### src/rtl/nunchuk_responder.sv
`default_nettype none
// ============================================================================
//  Module      : nunchuk_responder
//  Description : I2C target that emulates a Wii Nunchuk. It packs the stick,
//                accelerometer and button values into the 6-byte report and
//                serves that report to an I2C initiator. SCL and SDA are
//                oversampled on the system clock. Only SDA is driven, as an
//                open-drain low. There is no clock stretching.
//  Revision    : 1.0 - initial release
// ============================================================================
module nunchuk_responder #(
    parameter logic [6:0]  DEV_ADDR  = 7'h52,
    parameter int unsigned NUM_BYTES = 6
) (
    input  logic       clk,
    input  logic       reset,
    input  logic       scl_in,
    input  logic       sda_in,
    output logic       sda_oe,
    input  logic [7:0] stick_x,
    input  logic [7:0] stick_y,
    input  logic [9:0] accel_x,
    input  logic [9:0] accel_y,
    input  logic [9:0] accel_z,
    input  logic       z,
    input  logic       c,
    output logic       busy,
    output logic       read_done
);

    // Reads at or beyond this pointer value return 8'hFF.
    localparam logic [7:0] c_NUM_BYTES = 8'(NUM_BYTES);

    typedef enum logic [2:0] {
        ST_IDLE     = 3'd0,
        ST_ADDR     = 3'd1,
        ST_ADDR_ACK = 3'd2,
        ST_WR_BYTE  = 3'd3,
        ST_WR_ACK   = 3'd4,
        ST_RD_BYTE  = 3'd5,
        ST_RD_ACK   = 3'd6,
        ST_IGNORE   = 3'd7
    } state_t;

    // ------------------------------------------------------------------
    // Input synchronisers and one history stage per line.
    // These reset to 1 so that an idle bus produces no false edges.
    // ------------------------------------------------------------------
    logic scl_s1_q, scl_s2_q, scl_h_q;
    logic sda_s1_q, sda_s2_q, sda_h_q;

    // Two-flop synchronisers plus one history flop for edge detection.
    always_ff @(posedge clk or posedge reset) begin
        if (reset) begin
            scl_s1_q <= 1'b1;
            scl_s2_q <= 1'b1;
            scl_h_q  <= 1'b1;
            sda_s1_q <= 1'b1;
            sda_s2_q <= 1'b1;
            sda_h_q  <= 1'b1;
        end else begin
            scl_s1_q <= scl_in;
            scl_s2_q <= scl_s1_q;
            scl_h_q  <= scl_s2_q;
            sda_s1_q <= sda_in;
            sda_s2_q <= sda_s1_q;
            sda_h_q  <= sda_s2_q;
        end
    end

    logic w_scl_rise;
    logic w_scl_fall;
    logic w_start;
    logic w_stop;

    assign w_scl_rise = scl_s2_q & ~scl_h_q;
    assign w_scl_fall = ~scl_s2_q & scl_h_q;
    // START and STOP are SDA transitions while SCL is stable high.
    assign w_start    = scl_s2_q & scl_h_q & sda_h_q & ~sda_s2_q;
    assign w_stop     = scl_s2_q & scl_h_q & ~sda_h_q & sda_s2_q;

    // ------------------------------------------------------------------
    // Report assembly. This is the inverse of the nunchuk byte decoder.
    // ------------------------------------------------------------------
    logic [5:0][7:0] w_report;

    assign w_report[0] = stick_x;
    assign w_report[1] = stick_y;
    assign w_report[2] = accel_x[9:2];
    assign w_report[3] = accel_y[9:2];
    assign w_report[4] = accel_z[9:2];
    assign w_report[5] = {accel_z[1:0], accel_y[1:0], accel_x[1:0], c, z};

    // ------------------------------------------------------------------
    // Protocol state
    // ------------------------------------------------------------------
    state_t          state_q;
    logic [3:0]      bit_cnt_q;
    logic [7:0]      shift_q;
    logic [7:0]      tx_q;
    logic [7:0]      ptr_q;
    logic [5:0][7:0] snap_q;
    logic            rw_q;
    logic            first_q;
    logic            ack_phase_q;
    logic            sda_oe_q;
    logic            busy_q;
    logic            read_done_q;

    logic [7:0]      w_shift_next;
    logic [7:0]      w_rd_byte;

    assign w_shift_next = {shift_q[6:0], sda_s2_q};

    // Select the byte at the pointer from the snapshot. Out-of-range reads give FF.
    always_comb begin
        w_rd_byte = 8'hFF;
        if (ptr_q < c_NUM_BYTES) begin
            case (ptr_q)
                8'd0:    w_rd_byte = snap_q[0];
                8'd1:    w_rd_byte = snap_q[1];
                8'd2:    w_rd_byte = snap_q[2];
                8'd3:    w_rd_byte = snap_q[3];
                8'd4:    w_rd_byte = snap_q[4];
                8'd5:    w_rd_byte = snap_q[5];
                default: w_rd_byte = 8'hFF;
            endcase
        end
    end

    // Target FSM. Bits are sampled on SCL rise, and SDA is updated only after an SCL fall.
    always_ff @(posedge clk or posedge reset) begin
        if (reset) begin
            state_q     <= ST_IDLE;
            bit_cnt_q   <= 4'd0;
            shift_q     <= 8'h00;
            tx_q        <= 8'h00;
            ptr_q       <= 8'h00;
            snap_q      <= '0;
            rw_q        <= 1'b0;
            first_q     <= 1'b0;
            ack_phase_q <= 1'b0;
            sda_oe_q    <= 1'b0;
            busy_q      <= 1'b0;
            read_done_q <= 1'b0;
        end else begin
            read_done_q <= 1'b0;
            if (w_stop) begin
                state_q  <= ST_IDLE;
                sda_oe_q <= 1'b0;
                busy_q   <= 1'b0;
            end else if (w_start) begin
                // A repeated START keeps the pointer, so the initiator can seek and then read.
                state_q   <= ST_ADDR;
                bit_cnt_q <= 4'd0;
                sda_oe_q  <= 1'b0;
                busy_q    <= 1'b0;
            end else begin
                case (state_q)
                    ST_IDLE: begin
                        sda_oe_q <= 1'b0;
                    end

                    ST_ADDR: begin
                        if (w_scl_rise) begin
                            shift_q <= w_shift_next;
                            if (bit_cnt_q == 4'd7) begin
                                bit_cnt_q <= 4'd0;
                                if (w_shift_next[7:1] == DEV_ADDR) begin
                                    state_q     <= ST_ADDR_ACK;
                                    ack_phase_q <= 1'b0;
                                    rw_q        <= w_shift_next[0];
                                    first_q     <= 1'b1;
                                    busy_q      <= 1'b1;
                                    // Freeze the report so that the whole read is coherent.
                                    if (w_shift_next[0]) begin
                                        snap_q <= w_report;
                                    end
                                end else begin
                                    state_q <= ST_IGNORE;
                                end
                            end else begin
                                bit_cnt_q <= bit_cnt_q + 4'd1;
                            end
                        end
                    end

                    // Both ACK states: drive low on the first fall, then hand SDA back on the second fall.
                    ST_ADDR_ACK, ST_WR_ACK: begin
                        if (w_scl_fall) begin
                            if (!ack_phase_q) begin
                                sda_oe_q    <= 1'b1;
                                ack_phase_q <= 1'b1;
                            end else begin
                                ack_phase_q <= 1'b0;
                                if ((state_q == ST_ADDR_ACK) && rw_q) begin
                                    // The release fall also presents bit 7 of the first read byte.
                                    tx_q      <= w_rd_byte;
                                    sda_oe_q  <= ~w_rd_byte[7];
                                    bit_cnt_q <= 4'd1;
                                    state_q   <= ST_RD_BYTE;
                                end else begin
                                    sda_oe_q  <= 1'b0;
                                    bit_cnt_q <= 4'd0;
                                    state_q   <= ST_WR_BYTE;
                                end
                            end
                        end
                    end

                    ST_WR_BYTE: begin
                        if (w_scl_rise) begin
                            shift_q <= w_shift_next;
                            if (bit_cnt_q == 4'd7) begin
                                bit_cnt_q   <= 4'd0;
                                ack_phase_q <= 1'b0;
                                state_q     <= ST_WR_ACK;
                                // The first data byte is the register pointer. Later bytes are discarded.
                                if (first_q) begin
                                    ptr_q   <= w_shift_next;
                                    first_q <= 1'b0;
                                end else begin
                                    ptr_q <= ptr_q + 8'd1;
                                end
                            end else begin
                                bit_cnt_q <= bit_cnt_q + 4'd1;
                            end
                        end
                    end

                    // bit_cnt_q counts the bits already presented. A value of 0 means load the next byte.
                    ST_RD_BYTE: begin
                        if (w_scl_fall) begin
                            if (bit_cnt_q == 4'd0) begin
                                tx_q      <= w_rd_byte;
                                sda_oe_q  <= ~w_rd_byte[7];
                                bit_cnt_q <= 4'd1;
                            end else if (bit_cnt_q == 4'd8) begin
                                sda_oe_q <= 1'b0;
                                state_q  <= ST_RD_ACK;
                            end else begin
                                sda_oe_q  <= ~tx_q[6];
                                tx_q      <= {tx_q[6:0], 1'b0};
                                bit_cnt_q <= bit_cnt_q + 4'd1;
                            end
                        end
                    end

                    ST_RD_ACK: begin
                        if (w_scl_rise) begin
                            ptr_q <= ptr_q + 8'd1;
                            if (!sda_s2_q) begin
                                bit_cnt_q <= 4'd0;
                                state_q   <= ST_RD_BYTE;
                            end else begin
                                read_done_q <= 1'b1;
                                state_q     <= ST_IGNORE;
                            end
                        end
                    end

                    ST_IGNORE: begin
                        sda_oe_q <= 1'b0;
                    end

                    default: begin
                        state_q  <= ST_IDLE;
                        sda_oe_q <= 1'b0;
                    end
                endcase
            end
        end
    end

    assign sda_oe    = sda_oe_q;
    assign busy      = busy_q;
    assign read_done = read_done_q;

endmodule
`default_nettype wire

### config.mk
export PLATFORM = sky130hd
export DESIGN_NAME = nunchuk_responder
export DESIGN_NICKNAME = d
export VERILOG_FILES = /design/src/rtl/nunchuk_responder.sv
export SDC_FILE = /design/constraint.sdc
export NUM_CORES = 1
export LEC_CHECK = 0
export ABC_AREA = 1
export BUFFER_PORTS_ARGS = -buffer_cell sky130_fd_sc_hd__clkbuf_2
export CORE_MARGIN = 1.5
export CORE_UTILIZATION = 31
export CTS_CLUSTER_DIAMETER = 150
export DETAILED_ROUTE_END_ITERATION = 8
export GPL_TIMING_DRIVEN = 1
export PLACE_DENSITY = 0.57
export SYNTH_ARGS = -nofsm -noshare
export SYNTH_HDL_FRONTEND = slang
export SYNTH_SLANG_ARGS = --single-unit
### constraint.sdc
create_clock -name clk -period 8 [get_ports clk]
set_input_delay 1.2 -clock clk [delete_from_list [all_inputs] [get_ports clk]]
set_output_delay 1.2 -clock clk [all_outputs]
set_load 0.1 [all_outputs]
==> results.yml, run 1 <==
finish:
  final_cell_mix: "177 x nand2_1, 93 x inv_1, 83 x dfrtp_1"
  drive_gt1_share_pct: 14.4
  final_nets: 714
  final_area_sq_um: 5340
  syn_to_final_growth_pct: 16.4
  layout_commonest_cell: "nand2_1"
  diodes: 0
outcome:
  status: "finished clean"
grt:
  grt_pass1_wl_um: 18700
  track_usage_pct: 14.8
  grt_start_max_net_pins: 98
  antenna_found_initial: 0
  grt-ovfl-total: 0
  first_global_vias: 3898
route:
  ant_nets: 0
  totalWireLength_um: 10700
  routed_via_density: 4.62
  wire_per_inst_um: 12.7
  vias: 3896
  drc_errors: 0
  dr.pass1.iters: 4
  drtIter0Drc: 271
synth:
  synth_top_area_share_pct: 45.3
  synth-xor-area-share_pct: 0.573
  ys_seq_area_share_pct: 48.7
  synthAdderAreaFrac_pct: 1.64
  synthArstFlopShare_pct: 100
  synth_mux_area_share_pct: 0
  synth_area_leaders: "dfrtp_1 45%, nand2_1 14%, inv_1 7.7%"
  synth_compound_area_share_pct: 12.9
  synth_top_cell_by_area: "dfrtp_1"
  synth-edff-count: 0
  ys_warn_count: 0
  syn_avg_cell_area_sq_um: 7.62
  syn_nets: 660
  synth_seq_cells: 89
  synth_area_sq_um: 4590
  synth_cells: 602
  synthFlopType: "dfrtp_1"
  synth_top_family_by_area: "simple AND/OR/NAND/NOR gates"
  synth-simple-area-share_pct: 26.4
  synth_cell_types: 35
timing:
  period_needed_ns: 2.40
  fin_worst_skew_ns: 0.00975
  rsz0062_at_grt: "no"
  hold_ws_ns: 0.355
  tns_ns: 0
  relSlewSlack_pct: 39.4
  finalSetupViolCount: 0
  max_freq_mhz: 416
  period_share_pct: 30.0
  drv_slew: 0
  final_hold_viol_count: 0
  worst_pin_slew_ns: 0.909
floorplan:
  core_area_sq_um: 14500
  die_w_um: 125
  rows: 44
  die_area_sq_um: 15500
  start_util_pct: 31.7
  die_y_um: 125
  io_pins: 55
worst_setup_path:
  cpPeakStageDelay_ns: 0.47
  rr_endpoint: "tx_q[3]$_DFFE_PP0P_"
  worstPathCellList: "clkbuf_2"
  ff2ff_path_depth: 9
  path_depth: 1
  cp_top_family: "buffers and inverters"
  crit_fanout: 2
  endpoint: "sda_oe"
  crit_type: "flop to output pin"
  path_buf_inv: 1
  r2r-start: "ptr_q[0]$_DFFE_PP0P_"
  reg2reg_slack_ns: 5.78
  cpMaxStageDelayCell: "clkbuf_2"
  worstPathArrival_ns: 1.20
  setup.worst_path.start: "sda_oe$_DFFE_PP0P_"
  worst_ep_required_time_ns: 6.80
  crit_path_end_kind: "output pin"
  start_kind: "flop"
place:
  dp_hpwl_um: 7870
  placed_area_sq_um: 5020
  numPortBuffers: 54
  place_congestion: 0.835
clock_tree:
  clk_pin_slew_worst_paths_ns: 0.06
  cts-root-buf: "clkbuf_16"
  cts_sinks: 89
  clkLatencyLatePin_ns: 0.35
  cts_tree: "built"
  htree_levels: 3
  cts_max_path_buffers: 2
  cts_buffers: 9
  cts_resized: 0
  cts_setup_buffers: 0
  cts_hold_buf: 0
power:
  p_per_area_nw_per_um2: 301
  ir_drop_mv: 0.138
  power.total_mw: 1.61
  cellLeakagePower_nw: 2.89
flow_run:
  maxCapViolCount: 0
hold_path:
  hp-class: "flop to flop"
## report_power, final
part / internal, mW / switching [mW]
sequential: 0.508 / 0.0495
clock: 0.280 / 0.175
combinational: 0.193 / 0.402
total: 0.981 / 0.627
## worst min-delay path by stage
stage                        from            endpoint  slack (ns)  cells past startpoint
2_1_floorplan  scl_s1_q$_DFF_PP1_  scl_s2_q$_DFF_PP1_        0.35                      0
3_3_place_gp   scl_s1_q$_DFF_PP1_  scl_s2_q$_DFF_PP1_        0.35                      0
3_5_place_dp   scl_s1_q$_DFF_PP1_  scl_s2_q$_DFF_PP1_        0.35                      0
4_1_cts        scl_s1_q$_DFF_PP1_  scl_s2_q$_DFF_PP1_        0.36                      0
5_1_grt        scl_s1_q$_DFF_PP1_  scl_s2_q$_DFF_PP1_        0.36                      0
6_report       scl_s1_q$_DFF_PP1_  scl_s2_q$_DFF_PP1_        0.36                      0
## per-stage QoR
stage          utilization (%)  setup slack, ns  std cells
2_1_floorplan                -             4.50        602
3_3_place_gp              34.7             5.61        829
3_5_place_dp              34.7             5.57        829
4_1_cts                   36.9             5.56        843
5_1_grt                   36.9             5.53        843
6_report                  36.9             5.60        843
## cell families (layout without fill, tap and decap cells)
logic type,count (synthesis),after routing
flops,89,89
compound gates,111,111
buf+inv,111,168
xor+xnor,3,3
fa+ha+maj,6,6
simple gates,282,282
## registers in the layout, summed over array words and instances, names as in the netlist
register	cells
first_q	1
bit_cnt_q	4
scl_s1_q	1
read_done	1
state_q	3
shift_q	7
tx_q	7
rw_q	1
sda_s1_q	1
snap_q	48
busy	1
scl_h_q	1
sda_h_q	1
ptr_q	8
sda_s2_q	1
ack_phase_q	1
sda_oe	1
scl_s2_q	1
## per-layer routing
metal	wire length [um]	part of all wire [%]	up-vias	global-route usage [%]
li1	-	-	2014	-
met4	187	1.7	0	4.26
met5	0	0	-	0
met2	4740	44	92	22.6
met1	5250	49	1778	20.2
met3	523	4.9	12	4.64
## cells in the mapped netlist (2+ instances only)
| library cell | instances |
|---|---|
| a21oi_1 | 25 |
| buf_6 | 4 |
| clkbuf_1 | 8 |
| dfrtp_1 | 83 |
| dfstp_2 | 6 |
| ha_1 | 6 |
| inv_1 | 94 |
| inv_2 | 4 |
| nand2_1 | 177 |
| nand3_1 | 35 |
| nand4_1 | 12 |
| nor2_1 | 40 |
| nor2_2 | 4 |
| nor3_1 | 4 |
| o211ai_1 | 2 |
| o21ai_0 | 69 |
| o21ai_1 | 9 |
| or2_2 | 2 |
| xor2_1 | 2 |
## area by class of cell
class | count | area (sq um)
fill | 1511 | 9140
inverter | 98 | 369
clock buffer | 10 | 239
multi-input combinational | 402 | 1910
clock inverter | 4 | 77.6
tap | 184 | 230
timing repair buffer | 56 | 285
sequential | 89 | 2230
(Power assumes the default switching activity.)
==> inputs of run 2 (changes only) <==
--- a/config.mk
+++ b/config.mk
@@ -5,7 +5,7 @@
 export SDC_FILE = /design/constraint.sdc
 export NUM_CORES = 1
 export LEC_CHECK = 0
-export ABC_AREA = 1
+export ABC_AREA = 0
 export BUFFER_PORTS_ARGS = -buffer_cell sky130_fd_sc_hd__clkbuf_2
 export CORE_MARGIN = 1.5
 export CORE_UTILIZATION = 31
==> constraint.sdc (replaced) <==
create_clock -name clk -period 2.3 [get_ports clk]
set_input_delay 0.345 -clock clk [delete_from_list [all_inputs] [get_ports clk]]
set_output_delay 0.345 -clock clk [all_outputs]
set_load 0.1 [all_outputs]
==> run 2 against run 1 <==
Compared with the run above: worst hold slack got worse by 0.33 ns; final cell count fell by 17%; via count fell by 5.1%; sequential share of layout area fell by 2.6 points; non-clock buffer count rose by 36; global-route usage fell by 0.24 points; clock skew fell by 0.0019 ns; sequential power rose to 3.6 times the previous value; first-iteration DRC count fell by 18%; largest power group unchanged; highest routed layer unchanged.
==> results.yml, run 2 <==
place:
  place_inst: 683
  place_congestion: 0.862
  dp_hpwl_um: 8070
  numPortBuffers: 54
finish:
  final_cell_mix: "83 x dfrtp_1, 54 x clkbuf_2, 38 x mux2_2"
  diodes: 0
  seq_area_sq_um: 2230
  utilization_pct: 37.8
  final_cells: 699
  syn_to_final_growth_pct: 19.8
  drive_gt1_share_pct: 35.4
  top_register: "snap_q"
  largest_reg_flops: 48
  multiInputGateArea_sq_um: 2300
  final_nets: 564
  nFillCells: 1518
  layout_commonest_cell: "dfrtp_1"
  reg.largest.list: "snap_q (48), ptr_q (8)"
timing:
  period_share_pct: 96.4
  relSlewSlack_pct: 64.3
  period_needed_ns: 2.22
  final_hold_viol_count: 0
  finalSetupViolCount: 0
  tns_ns: 0
  worst_pin_slew_ns: 0.538
  rsz0062_at_grt: "no"
  max_freq_mhz: 451
  drv_slew: 0
  fin_worst_skew_ns: 0.00787
synth:
  synth_top_area_share_pct: 43.7
  synth_cell_types: 62
  synth-simple-area-share_pct: 13.4
  syn_avg_cell_area_sq_um: 11.0
  synth_top_family_by_area: "compound AO/OA/AOI/OAI gates"
  synth_compound_area_share_pct: 17.0
  synth_seq_cells: 89
  synth-xor-area-share_pct: 0.184
  yosysMostFrequentCell: "dfrtp_1"
  synthArstFlopShare_pct: 100
  synth_mux_area_share_pct: 15.9
  ys_seq_area_share_pct: 47.0
  syn_nets: 492
  synthAdderAreaFrac_pct: 1.58
  synth_area_sq_um: 4750
  synth_cells: 434
  synthFlopType: "dfrtp_1"
  synth_top_cell_by_area: "dfrtp_1"
  synth-edff-count: 0
  synthTopCellsByCount: "83 x dfrtp_1, 38 x mux2_2, 32 x nand2_1"
  ys_warn_count: 0
  synth_area_leaders: "dfrtp_1 44%, mux2_2 9.0%, mux2_4 6.3%"
clock_tree:
  cts_tree: "built"
  cts_sinks: 89
  cts_setup_buffers: 0
  cts_max_path_buffers: 2
  cts_resized: 0
  cts_buffers: 9
  cts-root-buf: "clkbuf_16"
  htree_levels: 3
  cts_hold_buf: 0
  clk_pin_slew_worst_paths_ns: 0.07
  clkLatencyLatePin_ns: 0.34
grt:
  first_global_vias: 3791
  antenna_found_initial: 0
  grt_start_max_net_pins: 47
  grt_pass1_wl_um: 18700
  grt-ovfl-total: 0
  track_usage_pct: 14.6
floorplan:
  die_area_sq_um: 16100
  core_area_sq_um: 15100
  start_util_pct: 31.5
  die_y_um: 127
  die_w_um: 127
  rows: 45
  io_pins: 55
worst_setup_path:
  crit_path_end_kind: "flop"
  rr_endpoint: "snap_q[10]$_DFFE_PP0P_"
  cp_top_family: "simple AND/OR/NAND/NOR gates"
  cpPeakStageDelay_ns: 0.57
  worst_ep_required_time_ns: 2.53
  crit_fanout: 10
  path_buf_inv: 1
  reg2reg_slack_ns: 0.08
  start_kind: "flop"
  worstPathCellList: "or4b_4 -> nor2_4 -> and4_4 -> and2_4 -> buf_4 -> mux2_2"
  r2r-start: "shift_q[3]$_DFFE_PP0P_"
  ff2ff_path_depth: 6
  worstPathArrival_ns: 2.44
  crit_type: "flop to flop"
  cpMaxStageDelayCell: "or4b_4"
outcome:
  status: "finished clean"
route:
  ant_nets: 0
  routed_via_density: 5.29
  dr.pass1.iters: 5
  wire_per_inst_um: 16.0
  drc_errors: 0
  totalWireLength_um: 11200
  vias: 3699
  drtIter0Drc: 222
power:
  ir_drop_mv: 0.382
  power.total_mw: 5.42
  p_per_area_nw_per_um2: 950
  cellLeakagePower_nw: 2.71
hold_path:
  hp-class: "input port to async pin"
flow_run:
  maxCapViolCount: 0
run 2: changes by cell type in the layout (fill, tap and decap cells not counted), sizes merged, moves of 8 or more:
cell,previous run,this run
a21o,0,8
a22oi,0,11
buf,2,38
inv,98,17
mux2,0,58
nand2,178,32
nand3,37,16
nand4,12,2
nor2,45,21
o21ai,78,13
o22ai,1,9
run 2: stage by stage:
step | hold slack [ns] | setup slack, ns | cell area [sq um]
global route | 0.0658 | 0.000544 | 5700
CTS | 0.0417 | 0.0761 | 5690
global placement | 0.347 | 0.123 | 5410
detailed placement | 0.347 | 0.0811 | 5410
finish | 0.0286 | 0.0836 | 5700
floorplan | 0.345 | 0.132 | 4760
run 2: how the worst max path moves through the flow:
stage,startpoint,endpoint,slack (ns),cells after the start
finish,shift_q[3]$_DFFE_PP0P_,snap_q[10]$_DFFE_PP0P_,0.08,6
global placement,shift_q[3]$_DFFE_PP0P_,snap_q[4]$_DFFE_PP0P_,0.12,6
floorplan,scl_s2_q$_DFF_PP1_,snap_q[24]$_DFFE_PP0P_,0.13,8
detailed placement,shift_q[3]$_DFFE_PP0P_,snap_q[10]$_DFFE_PP0P_,0.08,6
CTS,shift_q[3]$_DFFE_PP0P_,snap_q[10]$_DFFE_PP0P_,0.08,6
global route,shift_q[3]$_DFFE_PP0P_,snap_q[4]$_DFFE_PP0P_,0.0005,6
run 2: layer usage:
metal / part of all wire, % / track usage (%) / wire (um) / vias up
met5: 0 / 0 / 0 / -
met4: 1.5 / 5.21 / 163 / 0
met3: 4.3 / 2.57 / 481 / 14
met2: 48 / 23.9 / 5350 / 85
met1: 46 / 19.4 / 5180 / 1828
li1: - / - / - / 1772
run 2: area by class of cell:
type | count | share of cell area, %
inverter | 13 | 0.922
clock inverter | 7 | 1.08
multi-input combinational | 301 | 40.3
clock buffer | 9 | 3.95
sequential | 89 | 39.2
timing repair buffer | 92 | 10.4
tap | 188 | 4.13
run 2: kinds of logic (layout without fill, tap and decap cells):
logic type               after synthesis  in the layout
XOR/XNOR                               1              1
AND/OR/NAND/NOR                      119            119
buffers and inverters                 44            121
AO/OA/AOI/OAI                        114            114
adder cells (fa/ha/maj)                6              6
multiplexers                          61             61
flip-flops                            89             89
run 2: power by group:
group          internal (mW)  switching, mW  leakage, nW  total, mW
logic                  0.854           1.14         1.37       2.00
registers               1.75          0.237         1.20       1.99
clock network          0.757          0.668        0.141       1.43
total                   3.37           2.05         2.71       5.42
